<file path="config.mk">
export PLATFORM = sky130hd
export DESIGN_NAME = npu_conv_seq
export DESIGN_NICKNAME = d
export VERILOG_FILES = /design/src/rtl/npu_seq_pkg.sv /design/src/rtl/npu_col_fetch.sv /design/src/rtl/npu_conv_seq.sv
export SDC_FILE = /design/constraint.sdc
export NUM_CORES = 1
export LEC_CHECK = 0
export ABC_CLOCK_PERIOD_IN_PS = 6400
export CAP_MARGIN = 5
export CORE_UTILIZATION = 50
export DETAILED_ROUTE_END_ITERATION = 8
export PLACE_DENSITY_LB_ADDON = 0.12
export REMOVE_ABC_BUFFERS = 1
export SETUP_SLACK_MARGIN = 0.3
export SYNTH_ARGS = -nofsm -noshare
export SYNTH_HDL_FRONTEND = slang
export SYNTH_SLANG_ARGS = --single-unit
</file>
<file path="constraint.sdc">
create_clock -name clk -period 6.4 [get_ports clk]
set_clock_uncertainty 0.15 [all_clocks]
set_input_delay 0.96 -clock clk [delete_from_list [all_inputs] [get_ports clk]]
set_output_delay 0.96 -clock clk [all_outputs]
set_load 0.05 [all_outputs]
</file>
<file path="src/rtl/npu_seq_pkg.sv">
// npu_seq_pkg: shared states, npu bus addresses and control bits for the conv1 sequencer
package npu_seq_pkg;
  typedef enum logic [3:0] {IDLE, CLR, FETCH, WRCOL, TRIG, RDREQ, RDCAP, WAIT, NEXT, FIN} state_t;
  localparam logic [15:0] ADDR_IMG = 16'h1000;
  localparam logic [15:0] ADDR_W = 16'h2000;
  localparam logic [15:0] ADDR_FCN = 16'h3000;
  localparam logic [15:0] ADDR_CTRL = 16'h4000;
  localparam logic [15:0] ADDR_DONE = 16'h5000;
  localparam logic [15:0] ADDR_RES = 16'h6000;
  localparam int CTRL_TRIG = 0;
  localparam int CTRL_NEXT = 1;
  localparam int CTRL_CLR = 3;
  localparam logic [31:0] CTRL_TRIG_W = 32'd1 << CTRL_TRIG;
  localparam logic [31:0] CTRL_NEXT_W = 32'd1 << CTRL_NEXT;
  localparam logic [31:0] CTRL_CLR_W = 32'd1 << CTRL_CLR;
endpackage

</file>
<file path="src/rtl/npu_col_fetch.sv">
// npu_col_fetch: reads K_H vertically stacked pixels and packs them into one column word
module npu_col_fetch
  import npu_seq_pkg::*;
#(
  parameter int K_H = 3,
  parameter int IN_W = 15,
  parameter int IMG_AW = 8
) (
  input  logic              clk,
  input  logic              rst,
  input  logic              start,
  input  logic [IMG_AW-1:0] base,
  input  logic [7:0]        img_rdata,
  output logic [IMG_AW-1:0] img_addr,
  output logic              ready,
  output logic [31:0]       col
);
  localparam logic [2:0] KL = 3'(K_H);
  logic act;
  logic [2:0] k;
  logic [31:0] word;
  // the last byte is still on img_rdata when ready is raised, so it is merged in here
  assign ready = act && k == KL;
  assign col = word | (32'(img_rdata) << (8 * (K_H - 1)));
  // k counts cycles since start: addresses go out for k<K_H, byte k-1 arrives at k
  always_ff @(posedge clk) begin
    if (rst) begin
      act <= 1'b0;
      k <= '0;
      word <= '0;
      img_addr <= '0;
    end else if (start) begin
      act <= 1'b1;
      k <= '0;
      word <= '0;
      img_addr <= base;
    end else if (act) begin
      k <= k + 3'd1;
      act <= k != KL;
      if (k < KL - 3'd1) img_addr <= img_addr + IMG_AW'(IN_W);
      for (int i = 0; i < K_H - 1; i++)
        if (k == 3'(i + 1)) word[8*i +: 8] <= img_rdata;
    end
  end
endmodule

</file>
<file path="src/rtl/npu_conv_seq.sv">
// npu_conv_seq: runs a full conv1 sliding-window pass on the npu; NPU_SEQ_NEXT_STATE_EN adds a final advance-to-conv2 write
module npu_conv_seq
  import npu_seq_pkg::*;
#(
  parameter int K_H = 3,
  parameter int K_W = 3,
  parameter int IN_H = 16,
  parameter int IN_W = 15,
  parameter int IMG_AW = 8,
  parameter int SETTLE = 2
) (
  input  logic              clk,
  input  logic              rst,
  input  logic              start,
  output logic              busy,
  output logic              done,
  output logic [IMG_AW-1:0] img_addr,
  input  logic [7:0]        img_rdata,
  output logic              npu_ena,
  output logic              npu_wea,
  output logic [15:0]       npu_addr,
  output logic [31:0]       npu_wdata,
  input  logic [31:0]       npu_rdata,
  output logic              res_valid,
  output logic [31:0]       res_data,
  output logic [7:0]        res_row,
  output logic [7:0]        res_col
);
  localparam int OUT_H = IN_H - K_H + 1;
`ifdef NPU_SEQ_NEXT_STATE_EN
  localparam bit FIN_WR = 1'b1;
`else
  localparam bit FIN_WR = 1'b0;
`endif
  state_t state, state_n, ret, ret_n;
  logic [7:0] r, c, r_n, c_n, wcnt;
  logic fin_w, adv, go, ready, fw, ena_n, wea_n;
  logic [15:0] addr_n;
  logic [31:0] wdata_n, col;
  logic [IMG_AW-1:0] base;
  npu_col_fetch #(.K_H(K_H), .IN_W(IN_W), .IMG_AW(IMG_AW)) u_fetch (
    .clk(clk),
    .rst(rst),
    .start(go),
    .base(base),
    .img_rdata(img_rdata),
    .img_addr(img_addr),
    .ready(ready),
    .col(col)
  );
  // window walk; NEXT is only a WAIT return tag, the column/row advance costs no cycle
  always_comb begin
    state_n = state;
    ret_n = ret;
    r_n = r;
    c_n = c;
    adv = 1'b0;
    case (state)
      IDLE: if (start && !done) begin
        state_n = CLR;
        r_n = '0;
      end
      CLR: begin
        state_n = WAIT;
        ret_n = FETCH;
        c_n = '0;
      end
      FETCH: if (ready) state_n = WRCOL;
      WRCOL: begin
        state_n = WAIT;
        ret_n = c >= 8'(K_W - 1) ? TRIG : NEXT;
      end
      TRIG: begin
        state_n = WAIT;
        ret_n = RDREQ;
      end
      RDREQ: state_n = RDCAP;
      RDCAP: adv = 1'b1;
      WAIT: if (wcnt == 8'(SETTLE - 1)) begin
        state_n = ret;
        adv = ret == NEXT;
      end
      FIN: begin
        state_n = (FIN_WR && !fin_w) ? WAIT : IDLE;
        ret_n = FIN;
      end
      default: state_n = IDLE;
    endcase
    if (adv) begin
      if (c != 8'(IN_W - 1)) begin
        c_n = c + 8'd1;
        state_n = FETCH;
      end else if (r != 8'(OUT_H - 1)) begin
        r_n = r + 8'd1;
        state_n = CLR;
      end else state_n = FIN;
    end
  end
  // bus word for the state being entered, so registered bus outputs line up with the state
  always_comb begin
    fw = FIN_WR && state_n == FIN && !fin_w;
    ena_n = (state_n inside {CLR, WRCOL, TRIG, RDREQ}) || fw;
    wea_n = ena_n && state_n != RDREQ;
    addr_n = state_n == WRCOL ? ADDR_IMG : state_n == RDREQ ? ADDR_RES : ena_n ? ADDR_CTRL : '0;
    wdata_n = state_n == WRCOL ? col : state_n == CLR ? CTRL_CLR_W : state_n == TRIG ? CTRL_TRIG_W :
              fw ? CTRL_NEXT_W : '0;
    go = state_n == FETCH && state != FETCH;
    base = IMG_AW'(32'(r_n) * IN_W + 32'(c_n));
  end
  // state, counters and all registered outputs
  always_ff @(posedge clk) begin
    if (rst) begin
      state <= IDLE;
      ret <= IDLE;
      r <= '0;
      c <= '0;
      wcnt <= '0;
      fin_w <= 1'b0;
      busy <= 1'b0;
      done <= 1'b0;
      npu_ena <= 1'b0;
      npu_wea <= 1'b0;
      npu_addr <= '0;
      npu_wdata <= '0;
      res_valid <= 1'b0;
      res_data <= '0;
      res_row <= '0;
      res_col <= '0;
    end else begin
      state <= state_n;
      ret <= ret_n;
      r <= r_n;
      c <= c_n;
      wcnt <= (state == WAIT && state_n == WAIT) ? wcnt + 8'd1 : '0;
      fin_w <= state == IDLE ? 1'b0 : state == FIN ? 1'b1 : fin_w;
      busy <= state_n != IDLE;
      done <= state == FIN && state_n == IDLE;
      npu_ena <= ena_n;
      npu_wea <= wea_n;
      npu_addr <= addr_n;
      npu_wdata <= wdata_n;
      res_valid <= state == RDCAP;
      if (state == RDCAP) begin
        res_data <= npu_rdata;
        res_row <= r;
        res_col <= c - 8'(K_W - 1);
      end
    end
  end
endmodule

</file>
== Yosys cells after proc, flatten, opt, wreduce, memory -nomap -nowiden ==
Cells that the tools add are included.
Storage, ports and cells
  register bits after elaboration: 161
  output and inout port bits: 109
  input bits: 43
  logic and storage cells: 110
Operators by class
  multipliers: 1
  $lt $le $gt $ge: 2
  $add $sub $neg: 7
  bitwise logic cells: 2
  mux-type cells: 30
  reductions and logical operators: 22
  equality and inequality tests: 24
Operator list (count)
  $mux W8: 11
  $mux W32: 1
  $mux W4: 8
  $mux W15: 2
  $eq A4 B3 Y1 const B: 7
  $add A8 B1 Y8 const B: 3
  $or A16 B24 Y24: 1
  $pmux W4 S6: 1
  $eq A4 B2 Y1 const B: 4
  $ne A8 B4 Y1 const B: 2
  $pmux W4 S4: 1
  $mux W13: 1
  $reduce_bool A4 Y1: 3
  $add A8 B4 Y8 const B: 1
  $add A8 B8 Y8: 1
  $eq A4 B1 Y1 const B: 2
  $eq A4 B4 Y1 const B: 2
  $eq A8 B1 Y1 const B: 1
  $ge A8 B2 Y1 const B: 1
  $logic_not A4 Y1: 2
  $mul A8 B4 Y8 const B: 1
  $sub A8 B2 Y8 const B: 1
  $eq A3 B2 Y1 const B: 2
  $logic_and A1 B1 Y1: 6
  14 further kinds: 23

== Depth between registers and ports, before layout ==
  word-level depth: 10
  gate-level depth with buffers: 23
  depth with buffers taken out: 23

== Cells and area by module ==
A second synthesis with hierarchy kept.
Second synthesis, totals
  cells, all modules: 767
  area, all modules: 6889.1 um2
Modules (own cells, without submodules)
  npu_conv_seq: area each 5500.3 um2, cells an instance 616, sequential area each 2402.3 um2, instances 1
  npu_col_fetch: area each 1388.8 um2, cells an instance 151, sequential area each 560.5 um2, instances 1

== Worst setup path before layout ==
Ideal clock, no wire load.
  kind: register to register
  from: reg r[0]
  to: reg u_fetch.img_addr[7]
  setup slack: 0.680 ns
  stages on the path, launching flop included: 21
  path buffers: 0
  data arrival time: 5.443 ns
  setup time: 0.128 ns
  clock period less this slack: 5.720 ns
  data required time: 6.122 ns
  cell sequence: dfxtp_1 -> ha_1 -> or4b_1 -> or3_1 -> nand3_1 -> o21ai_0 -> a21boi_0 -> fa_1 -> inv_1 -> fa_1 -> fa_1 -> inv_1 -> ha_1 -> o21ai_0 -> o21bai_1 -> a21oi_1 -> xnor2_1 -> xnor2_1 -> xnor3_1 -> mux2i_1 -> nor2_1
RTL lines
  from (decl): line npu_conv_seq.sv:36  | logic [7:0] r, c, r_n, c_n, wcnt;
  from (signal assigned): line npu_conv_seq.sv:132  | r <= r_n;
  $add A8 B1 Y8 / $ne A8 B4 Y1 (equally long branches): line npu_conv_seq.sv:94, npu_conv_seq.sv:93
  $mux W8 (*): line npu_conv_seq.sv:93  | end else if (r != 8'(OUT_H - 1)) begin
  $mux W8 (*): line npu_conv_seq.sv:90  | if (c != 8'(IN_W - 1)) begin
  $mux W8 (*): line npu_conv_seq.sv:89  | if (adv) begin
  via r_n[3]: line npu_conv_seq.sv:36
  $mul A8 B4 Y8 (*): line npu_conv_seq.sv:108  | base = IMG_AW'(32'(r_n) * IN_W + 32'(c_n));
  $add A8 B8 Y8 (*): line npu_conv_seq.sv:108
  $mux W8 (*): line npu_col_fetch.sv:32  | end else if (start) begin
  to (signal assigned): line npu_col_fetch.sv:36  | img_addr <= base;
  to (signal assigned): line npu_col_fetch.sv:40  | if (k < KL - 3'd1) img_addr <= img_addr + IMG_AW'(IN_W);
  to (decl): line npu_col_fetch.sv:14  | output logic [IMG_AW-1:0] img_addr,
Mark *: on every way through the listed nets, which the timed path passes. The rest lies on a longest branch.
A chain may end at the register's enable or synchronous reset.

== Worst setup path after layout ==
  from: reg r[0]
  to: reg u_fetch.img_addr[7]
Between the ends
  longest elaborated chain between the ends: 8
Ends and longest elaborated chain
  parallel branches: the longest is 8 deep, another holds $add A8 B1 Y8
Parallel ways; which one is timed is not known.

==> key figures <==
Status
  • Outcome: complete, no violations

Final layout
  • ANT cells: 0
  • Synthesis-to-layout area growth: 30.5%
  • Register area: 2800 µm²
  • Commonest non-fill, non-tap cell in the layout: dfxtp_1
  • Ratio of cells with drive above 1 in the final layout: 0.0690
  • Final core occ: 0.667
  • Commonest cells after routing, fill and taps aside: dfxtp_1 (140), clkdlybuf4s50_1 (129), nand2_1 (124)
  • Number of fill cells: 1,037
  • Footprint of the multi-input gates: 3310 µm²
  • Final Cell Area: 8420 µm²
  • Fin nets: 939

Logic synthesis
  • Most area-hungry cell type in the Yosys netlist: dfxtp_1
  • Top cells by area in the synthesized netlist: dfxtp_1 (43%), nand2_1 (7.2%), a21oi_1 (5.3%), ha_1 (4.5%), fa_1 (4.3%)
  • Main synth FF type: dfxtp_1
  • Async set or reset register ratio after synthesis: 0
  • Post-Synthesis Cells: 739
  • Syn Area/Cell: 8.73 µm²
  • Synthesized area: 6450 µm²
  • FF+latch count, synth: 140
  • Sequential area share after synthesis: 0.434
  • Syn. warnings: 0
  • Yosys top cell area share: 0.434
  • EDFF count, synth: 0
  • Synth unique cells: 61

Place
  • Final HPWL DP: 10,200 µm
  • Port-buffer cells: 130
  • Placed Instance Area: 7800 µm²
  • Routability cong.: 0.892

Worst hold path
  • Worst Hold End: npu_wdata[8]$_SDFF_PP0_
  • Hold path start: u_fetch.word[8]$_SDFFE_PP0P_
  • Hold/Removal Path Class: reg2reg
  • Hold path cells: 1

STA
  • Unrepaired setup endpoints after global routing: no
  • Final hold vios: 0
  • Worst-Margin Slew: 1.13 ns
  • Fin. max-slew vios: 0
  • Final setup TNS: 0 ns
  • Max Freq: 177 MHz
  • Rel. slew slack: 0.244
  • Final worst path period need: 5.66 ns
  • Period utilization: 0.884
  • # setup viols final: 0

Worst setup path
  • R2r setup slk: 0.74 ns
  • FF-to-FF Start: r[0]$_SDFF_PP0_
  • CP endpoint kind: register
  • CP Data Arrival Time: 5.78 ns
  • Required time of the critical path: 6.52 ns
  • Crit path kind: reg2reg
  • Worst R2R Path Depth: 21
  • CP Max Fanout: 7
  • Worst r2r dst: u_fetch.img_addr[7]$_SDFFE_PP0P_
  • Worst setup SP type: register

Clock tree
  • Deepest clock path buffer count: 2
  • CTS Root Cell: clkbuf_16
  • Clock transition at path regs: 0.06 ns
  • Total CTS buffers: 17
  • Sink Count: 140
  • Clock Latency Late Sink: 0.41 ns
  • CTS tree: yes
  • Htree depth: 4

Drt
  • DR DRC count: 0
  • WL final: 14,400 µm
  • Final ANT Viol Nets: 0
  • Vias: 5,284
  • Average wire per standard cell: 13.8 µm
  • Drt first pass iters: 5
  • DR iter-0 viols: 397
  • Drt via density: 5.07

Floorplanning
  • Die height: 116 µm
  • I/O Pins: 152
  • Site row count: 41
  • Die width: 116 µm
  • Die ar.: 13,400 µm²
  • Initial core utilization: 0.512
  • Core Region: 12,600 µm²

Global route
  • Gr ovfl total: 0
  • Antenna violations before repair: 0
  • First-pass GRT wire length: 23,200 µm
  • Largest net degree at the start of global routing: 89
  • Number of global-route vias before repair: 4,922
  • Overall Global Routing Usage: 0.222

Pwr
  • Peak supply drop: 0.298 mV
  • Static Leakage: 3.26 nW
  • PwrDens: 319 nW/µm²

Run
  • Max Cap Viol: 0
-- metal layers --
metal / vias to the layer above / share of wire / track usage / wire [µm]
li1: 2662 / - / - / -
met1: 2439 / 0.45 / 0.277 / 6480
met2: 165 / 0.47 / 0.370 / 6780
met3: 18 / 0.067 / 0.0612 / 962
met4: 0 / 0.014 / 0.0752 / 197
met5: - / 0 / 0 / 0
-- sequential cells by signal (all words and copies together), names as in the netlist, 3 cells and up --
name              flops
wcnt                  8
u_fetch.word         16
res_data             32
res_row               8
state                 4
ret                   4
npu_wdata            24
c                     8
npu_addr              3
r                     8
u_fetch.img_addr      8
res_col               8
u_fetch.k             3
-- cell type report --
cell class / count / share of cell area
Clock buffer: 19 / 0.0526
Inverter: 33 / 0.0147
Tap cell: 172 / 0.0255
Sequential cell: 140 / 0.333
Clock inverter: 11 / 0.0174
Multi-Input combinational cell: 526 / 0.393
Timing Repair Buffer: 141 / 0.164
-- per-stage QoR --
stage | hold slack [ns] | power (mW) | std cells | setup WS [ns]
global route | 0.314 | 2.81 | 1042 | 0.361
detailed placement | 0.291 | 1.73 | 1009 | 0.160
finish | 0.302 | 2.69 | 1042 | 0.742
floorplan | 0.275 | 1.50 | 699 | 0.430
CTS | 0.303 | 2.70 | 1039 | 0.461
global placement | 0.285 | 1.72 | 1009 | 0.217
-- critical path, stage by stage (launching register included) --
cell	delay, ns
dfxtp_1	0.44
ha_1	0.18
or4b_1	0.50
or3_1	0.44
nand4_1	0.14
xnor2_1	0.12
nand2_1	0.17
fa_1	0.54
inv_1	0.07
fa_1	0.49
inv_1	0.05
fa_1	0.48
inv_1	0.04
ha_1	0.34
a211oi_1	0.23
o21bai_1	0.10
a21oi_1	0.17
xnor2_1	0.15
xnor2_1	0.13
xnor3_1	0.39
mux2i_1	0.12
nor2_1	0.05
-- repair_timing --
| item | in CTS | in global routing |
|---|---|---|
| endpoints found under the setup margin | 1 | 1 |
| resized for setup | 1 | 3 |
| pin swaps | 0 | 1 |
| hold endpoints to repair | 0 | 0 |
| hold buffers | 0 | 0 |
| setup buffers | 0 | 3 |
-- kinds of logic after synthesis --
family	count (synthesis)	synth area share
buffers and inverters	93	0.0676
muxes	7	0.0118
other	1	0.000581
AOI/OAI and AO/OA	121	0.116
DFF	140	0.434
xor gates and xnor gates	34	0.0494
and+or+nand+nor	306	0.232
adders and majority gates	37	0.0880
-- where the power goes --
group / switching (mW) / internal (mW)
logic: 0.469 / 0.237
clock network: 0.359 / 0.617
registers: 0.0587 / 0.948
-- synth_stat cells, types with 3 or more instances --
| master | count |
|---|---|
| o21ai_0 | 9 |
| a21o_1 | 4 |
| ha_1 | 23 |
| nor2_1 | 58 |
| or3_1 | 4 |
| dfxtp_1 | 140 |
| buf_2 | 6 |
| and2_1 | 24 |
| nor2b_1 | 12 |
| nand2b_1 | 8 |
| buf_4 | 21 |
| a211oi_1 | 17 |
| a21oi_1 | 69 |
| nor3_1 | 6 |
| nand2_1 | 124 |
| fa_1 | 14 |
| nand3_1 | 33 |
| clkbuf_1 | 30 |
| xor2_1 | 10 |
| xnor2_1 | 22 |
| o21a_1 | 3 |
| mux2i_1 | 5 |
| inv_1 | 33 |
| nand4_1 | 6 |
| and3_1 | 9 |
| nand3b_1 | 5 |
-- worst max path at each step --
stage / from / endpoint / slack [ns] / cells after the start
3_3_place_gp: start / u_fetch.img_addr[7]$_SDFFE_PP0P_ / 0.22 / 18
3_5_place_dp: start / u_fetch.img_addr[7]$_SDFFE_PP0P_ / 0.16 / 18
2_1_floorplan: state[1]$_SDFF_PP0_ / u_fetch.img_addr[7]$_SDFFE_PP0P_ / 0.43 / 20
5_1_grt: r[0]$_SDFF_PP0_ / u_fetch.img_addr[7]$_SDFFE_PP0P_ / 0.36 / 21
4_1_cts: r[0]$_SDFF_PP0_ / u_fetch.img_addr[7]$_SDFFE_PP0P_ / 0.46 / 20
6_report: r[0]$_SDFF_PP0_ / u_fetch.img_addr[7]$_SDFFE_PP0P_ / 0.74 / 21
(Power assumes the default switching activity.)
